## config.mk

```make
export PLATFORM = sky130hd
export DESIGN_NAME = osnt_sume_10g_rx_ts_extract
export DESIGN_NICKNAME = d
export VERILOG_FILES = /design/src/rtl/osnt_sume_10g_rx_ts_extract.sv
export SDC_FILE = /design/constraint.sdc
export NUM_CORES = 2
export LEC_CHECK = 0
export BUFFER_PORTS_ARGS = -buffer_cell sky130_fd_sc_hd__buf_2
export CAP_MARGIN = 30
export CORE_AREA = 5 5 306 308
export DETAILED_ROUTE_END_ITERATION = 8
export DIE_AREA = 0 0 311 313
export PLACE_DENSITY_LB_ADDON = 0.2
export SLEW_MARGIN = 20
export SYNTH_ARGS = -nofsm -noshare
export SYNTH_HDL_FRONTEND = slang
export SYNTH_SLANG_ARGS = --single-unit
```

## constraint.sdc

```tcl
create_clock -name axis_aclk -period 8.2 [get_ports axis_aclk]
set_input_delay 1.64 -clock axis_aclk [delete_from_list [all_inputs] [get_ports axis_aclk]]
set_output_delay 1.64 -clock axis_aclk [all_outputs]
set_load 0.02 [all_outputs]
```

## src/rtl/osnt_sume_10g_rx_ts_extract.sv

```systemverilog
// RX timestamp extraction: passes AXI-Stream beats through one register stage and
// reports latency and sequence statistics for packets that carry an embedded TX timestamp.
module osnt_sume_10g_rx_ts_extract #(
    parameter int C_M_AXIS_DATA_WIDTH  = 64,
    parameter int C_S_AXIS_DATA_WIDTH  = 64,
    parameter int C_M_AXIS_TUSER_WIDTH = 128,
    parameter int C_S_AXIS_TUSER_WIDTH = 128,
    parameter int C_S_AXI_DATA_WIDTH   = 32,
    parameter int TS_WIDTH             = 64
) (
    input  logic                                 axis_aclk,
    input  logic                                 axis_resetn,
    input  logic [C_S_AXIS_DATA_WIDTH-1:0]       s_axis_tdata,
    input  logic [C_S_AXIS_DATA_WIDTH/8-1:0]     s_axis_tkeep,
    input  logic [C_S_AXIS_TUSER_WIDTH-1:0]      s_axis_tuser,
    input  logic                                 s_axis_tvalid,
    output logic                                 s_axis_tready,
    input  logic                                 s_axis_tlast,
    output logic [C_M_AXIS_DATA_WIDTH-1:0]       m_axis_tdata,
    output logic [C_M_AXIS_DATA_WIDTH/8-1:0]     m_axis_tkeep,
    output logic [C_M_AXIS_TUSER_WIDTH-1:0]      m_axis_tuser,
    output logic                                 m_axis_tvalid,
    input  logic                                 m_axis_tready,
    output logic                                 m_axis_tlast,
    input  logic [C_S_AXI_DATA_WIDTH-1:0]        rx_ts_pos,
    input  logic [TS_WIDTH-1:0]                  timestamp_156,
    input  logic                                 clear,
    output logic                                 lat_valid,
    output logic [TS_WIDTH-1:0]                  lat_value,
    output logic [31:0]                          lat_seq,
    output logic [31:0]                          sig_pkt_count,
    output logic [31:0]                          seq_gap_count,
    output logic [TS_WIDTH-1:0]                  lat_min,
    output logic [TS_WIDTH-1:0]                  lat_max
);
    localparam logic [31:0]                   SIGNATURE = 32'hefbeadde;
    localparam logic [C_S_AXI_DATA_WIDTH-1:0] ONE       = 1;

    typedef enum logic {ST_SOF, ST_MID} state_t;

    state_t                        state;
    logic [C_S_AXI_DATA_WIDTH-1:0] word_cnt;
    logic [TS_WIDTH-1:0]           rx_ts, tx_ts;
    logic [31:0]                   seq, last_seq;
    logic                          sig_ok, first_seen;

    logic                          in_fire, done;
    logic [TS_WIDTH-1:0]           cur_rx, cur_tx, new_lat;
    logic [31:0]                   cur_seq;
    logic                          cur_sig;

    assign s_axis_tready = ~m_axis_tvalid | m_axis_tready;
    assign in_fire       = s_axis_tvalid & s_axis_tready;

    // Per-beat view of packet state including the effect of the beat being accepted now,
    // so a signature on the tlast beat completes the packet in the same cycle.
    always_comb begin
        cur_rx  = (state == ST_SOF) ? timestamp_156 : rx_ts;
        cur_tx  = tx_ts;
        cur_seq = seq;
        cur_sig = (state == ST_SOF) ? 1'b0 : sig_ok;
        if (rx_ts_pos != '0) begin
            if (word_cnt == rx_ts_pos)
                cur_tx = s_axis_tdata[TS_WIDTH-1:0];
            if (word_cnt == rx_ts_pos + ONE) begin
                cur_sig = (s_axis_tdata[31:0] == SIGNATURE);
                cur_seq = s_axis_tdata[63:32];
            end
        end
        done    = in_fire & s_axis_tlast & cur_sig;
        new_lat = cur_rx - cur_tx;
    end

    always_ff @(posedge axis_aclk or negedge axis_resetn) begin
        if (!axis_resetn) begin
            m_axis_tdata  <= '0;
            m_axis_tkeep  <= '0;
            m_axis_tuser  <= '0;
            m_axis_tlast  <= 1'b0;
            m_axis_tvalid <= 1'b0;
        end else if (in_fire) begin
            m_axis_tdata  <= s_axis_tdata;
            m_axis_tkeep  <= s_axis_tkeep;
            m_axis_tuser  <= s_axis_tuser;
            m_axis_tlast  <= s_axis_tlast;
            m_axis_tvalid <= 1'b1;
        end else if (m_axis_tready) begin
            m_axis_tvalid <= 1'b0;
        end
    end

    always_ff @(posedge axis_aclk or negedge axis_resetn) begin
        if (!axis_resetn) begin
            state    <= ST_SOF;
            word_cnt <= ONE;
            rx_ts    <= '0;
            tx_ts    <= '0;
            seq      <= '0;
            sig_ok   <= 1'b0;
        end else if (in_fire) begin
            rx_ts  <= cur_rx;
            tx_ts  <= cur_tx;
            seq    <= cur_seq;
            sig_ok <= cur_sig;
            if (s_axis_tlast) begin
                state    <= ST_SOF;
                word_cnt <= ONE;
            end else begin
                state <= ST_MID;
                if (word_cnt != '1)
                    word_cnt <= word_cnt + ONE;
            end
        end
    end

    always_ff @(posedge axis_aclk or negedge axis_resetn) begin
        if (!axis_resetn) begin
            lat_valid     <= 1'b0;
            lat_value     <= '0;
            lat_seq       <= '0;
            sig_pkt_count <= '0;
            seq_gap_count <= '0;
            lat_min       <= '1;
            lat_max       <= '0;
            last_seq      <= '0;
            first_seen    <= 1'b0;
        end else begin
            lat_valid <= done;
            if (done) begin
                lat_value <= new_lat;
                lat_seq   <= cur_seq;
                last_seq  <= cur_seq;
            end
            // Clear takes priority over a coinciding completion for the statistics only.
            if (clear) begin
                sig_pkt_count <= '0;
                seq_gap_count <= '0;
                lat_min       <= '1;
                lat_max       <= '0;
                first_seen    <= 1'b0;
            end else if (done) begin
                sig_pkt_count <= sig_pkt_count + 32'd1;
                if (first_seen && (cur_seq != last_seq + 32'd1))
                    seq_gap_count <= seq_gap_count + 32'd1;
                first_seen <= 1'b1;
                if (new_lat < lat_min) lat_min <= new_lat;
                if (new_lat > lat_max) lat_max <= new_lat;
            end
        end
    end
endmodule
```

==> run_results.csv <==
group,metric,value,unit
run_status,status,"finished with violations",
run_status,violations,"setup timing",
setup_path,r2r_start,"word_cnt[29]",
cells_and_area,fill_cells,8296,
route,vias_per_cell,5.30,
cells_and_area,nNetsFinal,5628,
power,power.density,261,nW/um^2
cts,cts_buffers,79,
route,vias,33900,
setup_path,crit_family,"compound AO/OA/AOI/OAI gates",
floorplanning,initial_utilization,41.4,%
timing,whs,0.467,ns
route,wirelength,143000,um
timing,worst_slack,-0.298,ns
setup_path,r2r_setup_slack,0.26,ns
cts,clk-insertion-delay-late,0.65,ns
cells_and_area,final_util,55.0,%
min_path,hp-class,"reg2reg",
timing,drv_slew,0,
cells_and_area,final_common_cell,"nand2_1",
timing,finalHoldViolCount,0,
cts,cts.htree.levels,3,
placed_design,numPortBuffers,793,
yosys,ys.flop_type,"dfrtp_1",
yosys,syn-num-nets,4481,
cts,cts.sinks,686,
cts,clockRootBuffer,"clkbuf_16",
cells_and_area,final_cell_mix,"nand2_1, buf_2, dfrtp_1",
timing,setup_viol,126,
setup_path,regToRegEndpoint,"lat_min[13]",
yosys,ys_types,82,
cells_and_area,area_growth,32.8,%
route,drt_iter0_markers,2724,
cells_and_area,final-seq-area,17300,um^2
setup_path,start_kind,"input pin",
floorplanning,io_pins,794,
floorplanning,fp-row-count,111,
setup_path,slowest_stage,"or4_4",
floorplanning,die_w,311,um
setup_path,crit_arrival,9.01,ns
floorplanning,core_area,90800,um^2
floorplanning,die_h,313,um
route,first_pass_iters,5,
cells_and_area,drive_above_1_share,34.5,%
run,max_cap_violations,0,
setup_path,critPathMaxStageDelay,0.55,ns
timing,fmax,118,MHz
global_routing,grt_pass1_wl,211000,um
setup_path,end_kind,"flip-flop",
setup_path,startpoint,"rx_ts_pos[29]",
power,leakagePower,24.9,nW
yosys,synth_edf_count,0,
route,drcViolationCount,0,
placed_design,pre_cts_slack,-1.18,ns
global_routing,grt_pass1_vias,33700,
cells_and_area,multi_input_area,19800,um^2
timing,slew_headroom,18.4,%
floorplanning,dieArea,97300,um^2
placed_design,gp_congestion,0.964,
placed_design,dpl.hpwl,107000,um
timing,rsz0062_at_grt,"yes",
timing,post-route-period-util,104,%
timing,tightest_slew,1.22,ns
cts,clk_pin_slew,0.06,ns
power,peakVddDrop,0.163,mV
setup_path,reg2regPathDepth,34,
setup_path,cp.depth,35,
global_routing,grt_usage,27.8,%
timing,fin_skew,0.0249,ns
global_routing,grt-ovfl-total,0,
yosys,ys_ff_latch,686,
setup_path,critPathMaxFanout,9,
setup_path,worst-setup-path-type,"in2reg",
route,drtAntennaViolNets,0,
yosys,async_flop_share,100,%
yosys,synth_warnings,0,
yosys,syn_inst,3983,
setup_path,crit_required,8.72,ns
placed_design,placed_cell_area,45700,um^2
cts,clk_path_buf_depth,3,
cells_and_area,fin_area,49900,um^2
cts,cts_hold_buf,0,
global_routing,grt_max_degree,197,
cts,tritoncts,"built",
yosys,syn_area,37600,um^2
yosys,avgSynthCellArea,9.44,um^2
timing,finalCriticalPeriod,8.50,ns
route,wl_per_cell,22.3,um
setup_path,critPathBufInv,6,
yosys,seq_area_frac_synth,45.9,%
setup_path,crit_end,"lat_min[13]",
global_routing,antenna_found_initial,40,
==> cells in the mapped netlist, types with 6 or more instances <==
cell type | number | area (um^2)
a211oi_1 | 8 | 60.1
a21boi_0 | 6 | 45.0
a21o_1 | 98 | 736
a21oi_1 | 126 | 631
a22o_1 | 11 | 96.3
a31oi_1 | 16 | 100
and2_1 | 10 | 62.6
and3_1 | 36 | 225
and4_1 | 14 | 123
buf_1 | 8 | 30.0
buf_2 | 20 | 100
clkbuf_1 | 149 | 559
dfrtp_1 | 621 | 15500
dfstp_2 | 65 | 1710
ha_1 | 195 | 2440
inv_1 | 168 | 631
mux2_1 | 7 | 78.8
mux2_2 | 200 | 2250
mux2i_1 | 152 | 1520
nand2_1 | 976 | 3660
nand2b_1 | 20 | 125
nand3_1 | 76 | 380
nand4_1 | 83 | 519
nand4b_1 | 8 | 70.1
nor2_1 | 219 | 822
nor2b_1 | 44 | 275
nor3_1 | 27 | 135
nor4_1 | 26 | 163
o211ai_1 | 62 | 465
o21a_1 | 13 | 97.6
o21ai_0 | 163 | 816
o21bai_1 | 10 | 75.1
o31ai_1 | 8 | 60.1
or2_2 | 6 | 37.5
or3_1 | 16 | 100
xnor2_1 | 123 | 1080
xor2_1 | 96 | 841
==> flip-flops by register name, summed over array words and instances, names as in the netlist, 8 cells and up <==
register       flops
last_seq          32
lat_max           64
lat_min           64
lat_value         64
m_axis_tdata      64
m_axis_tkeep       8
m_axis_tuser     128
rx_ts             64
seq               32
seq_gap_count     32
sig_pkt_count     32
tx_ts             64
word_cnt          32
==> layer usage <==
metal  vias to the layer above  part of all wire, %  GRT usage (%)
met5                         -                0.072              0
met4                        16                  3.3           8.95
met3                       245                  7.9           7.30
met2                      1115                   47           46.5
met1                     16600                   41           35.4
li1                      16000                    -              -
==> metrics by stage <==
stage	setup TNS, ns	total power (W)	std cells
2_1_floorplan	-1.67	0.00651	3983
3_3_place_gp	-132.21	0.00909	6179
3_5_place_dp	-141.19	0.00916	6179
4_1_cts	0	0.0129	6346
5_1_grt	-52.47	0.0138	6391
6_report	-25.05	0.0131	6404
==> timing repair <==
action,CTS,global route
pin swaps,16,71
setup buffers,19,17
cloned,2,16
gates resized for setup,36,133
endpoints found under the setup margin,128,128
==> worst min-delay path, delay by kind of cell, from the launching register on <==
kind,cells,cell delay (ns)
flops,1,0.34
simple gates,2,0.10
==> where the power goes <==
part	internal [W]	total [W]	switching [W]	leakage (nW)
registers	0.00367	0.00382	0.000155	8.87
logic	0.00258	0.00558	0.00299	14.8
clock network	0.00211	0.00366	0.00155	1.30
total	0.00836	0.0131	0.00469	24.9
==> area by class of cell <==
cell class | instances | area share (%)
tap | 1186 | 2.97
sequential | 686 | 34.6
antenna | 23 | 0.115
timing repair buffer | 1250 | 16.2
clock inverter | 34 | 0.787
multi-input combinational | 2944 | 39.6
inverter | 169 | 1.27
clock buffer | 112 | 4.49
==> kinds of logic after synthesis <==
group                      share of synthesized area (%)
and+or+nand+nor                                     18.5
xor gates and xnor gates                            5.10
adders and majority gates                           6.54
muxes                                               10.4
buffers and inverters                               3.78
DFF                                                 45.9
AOI/OAI and AO/OA                                   9.71
==> worst min-delay path by stage <==
stage | from | end | cells after the start
final | m_axis_tuser[21] | m_axis_tuser[21] | 2
after floorplan | rx_ts[17] | rx_ts[17] | 2
after global placement | lat_value[44] | lat_value[44] | 2
after global routing | m_axis_tdata[5] | m_axis_tdata[5] | 2
after CTS | lat_value[44] | lat_value[44] | 2
after detailed placement | lat_value[44] | lat_value[44] | 2
(Power assumes the default switching activity.)
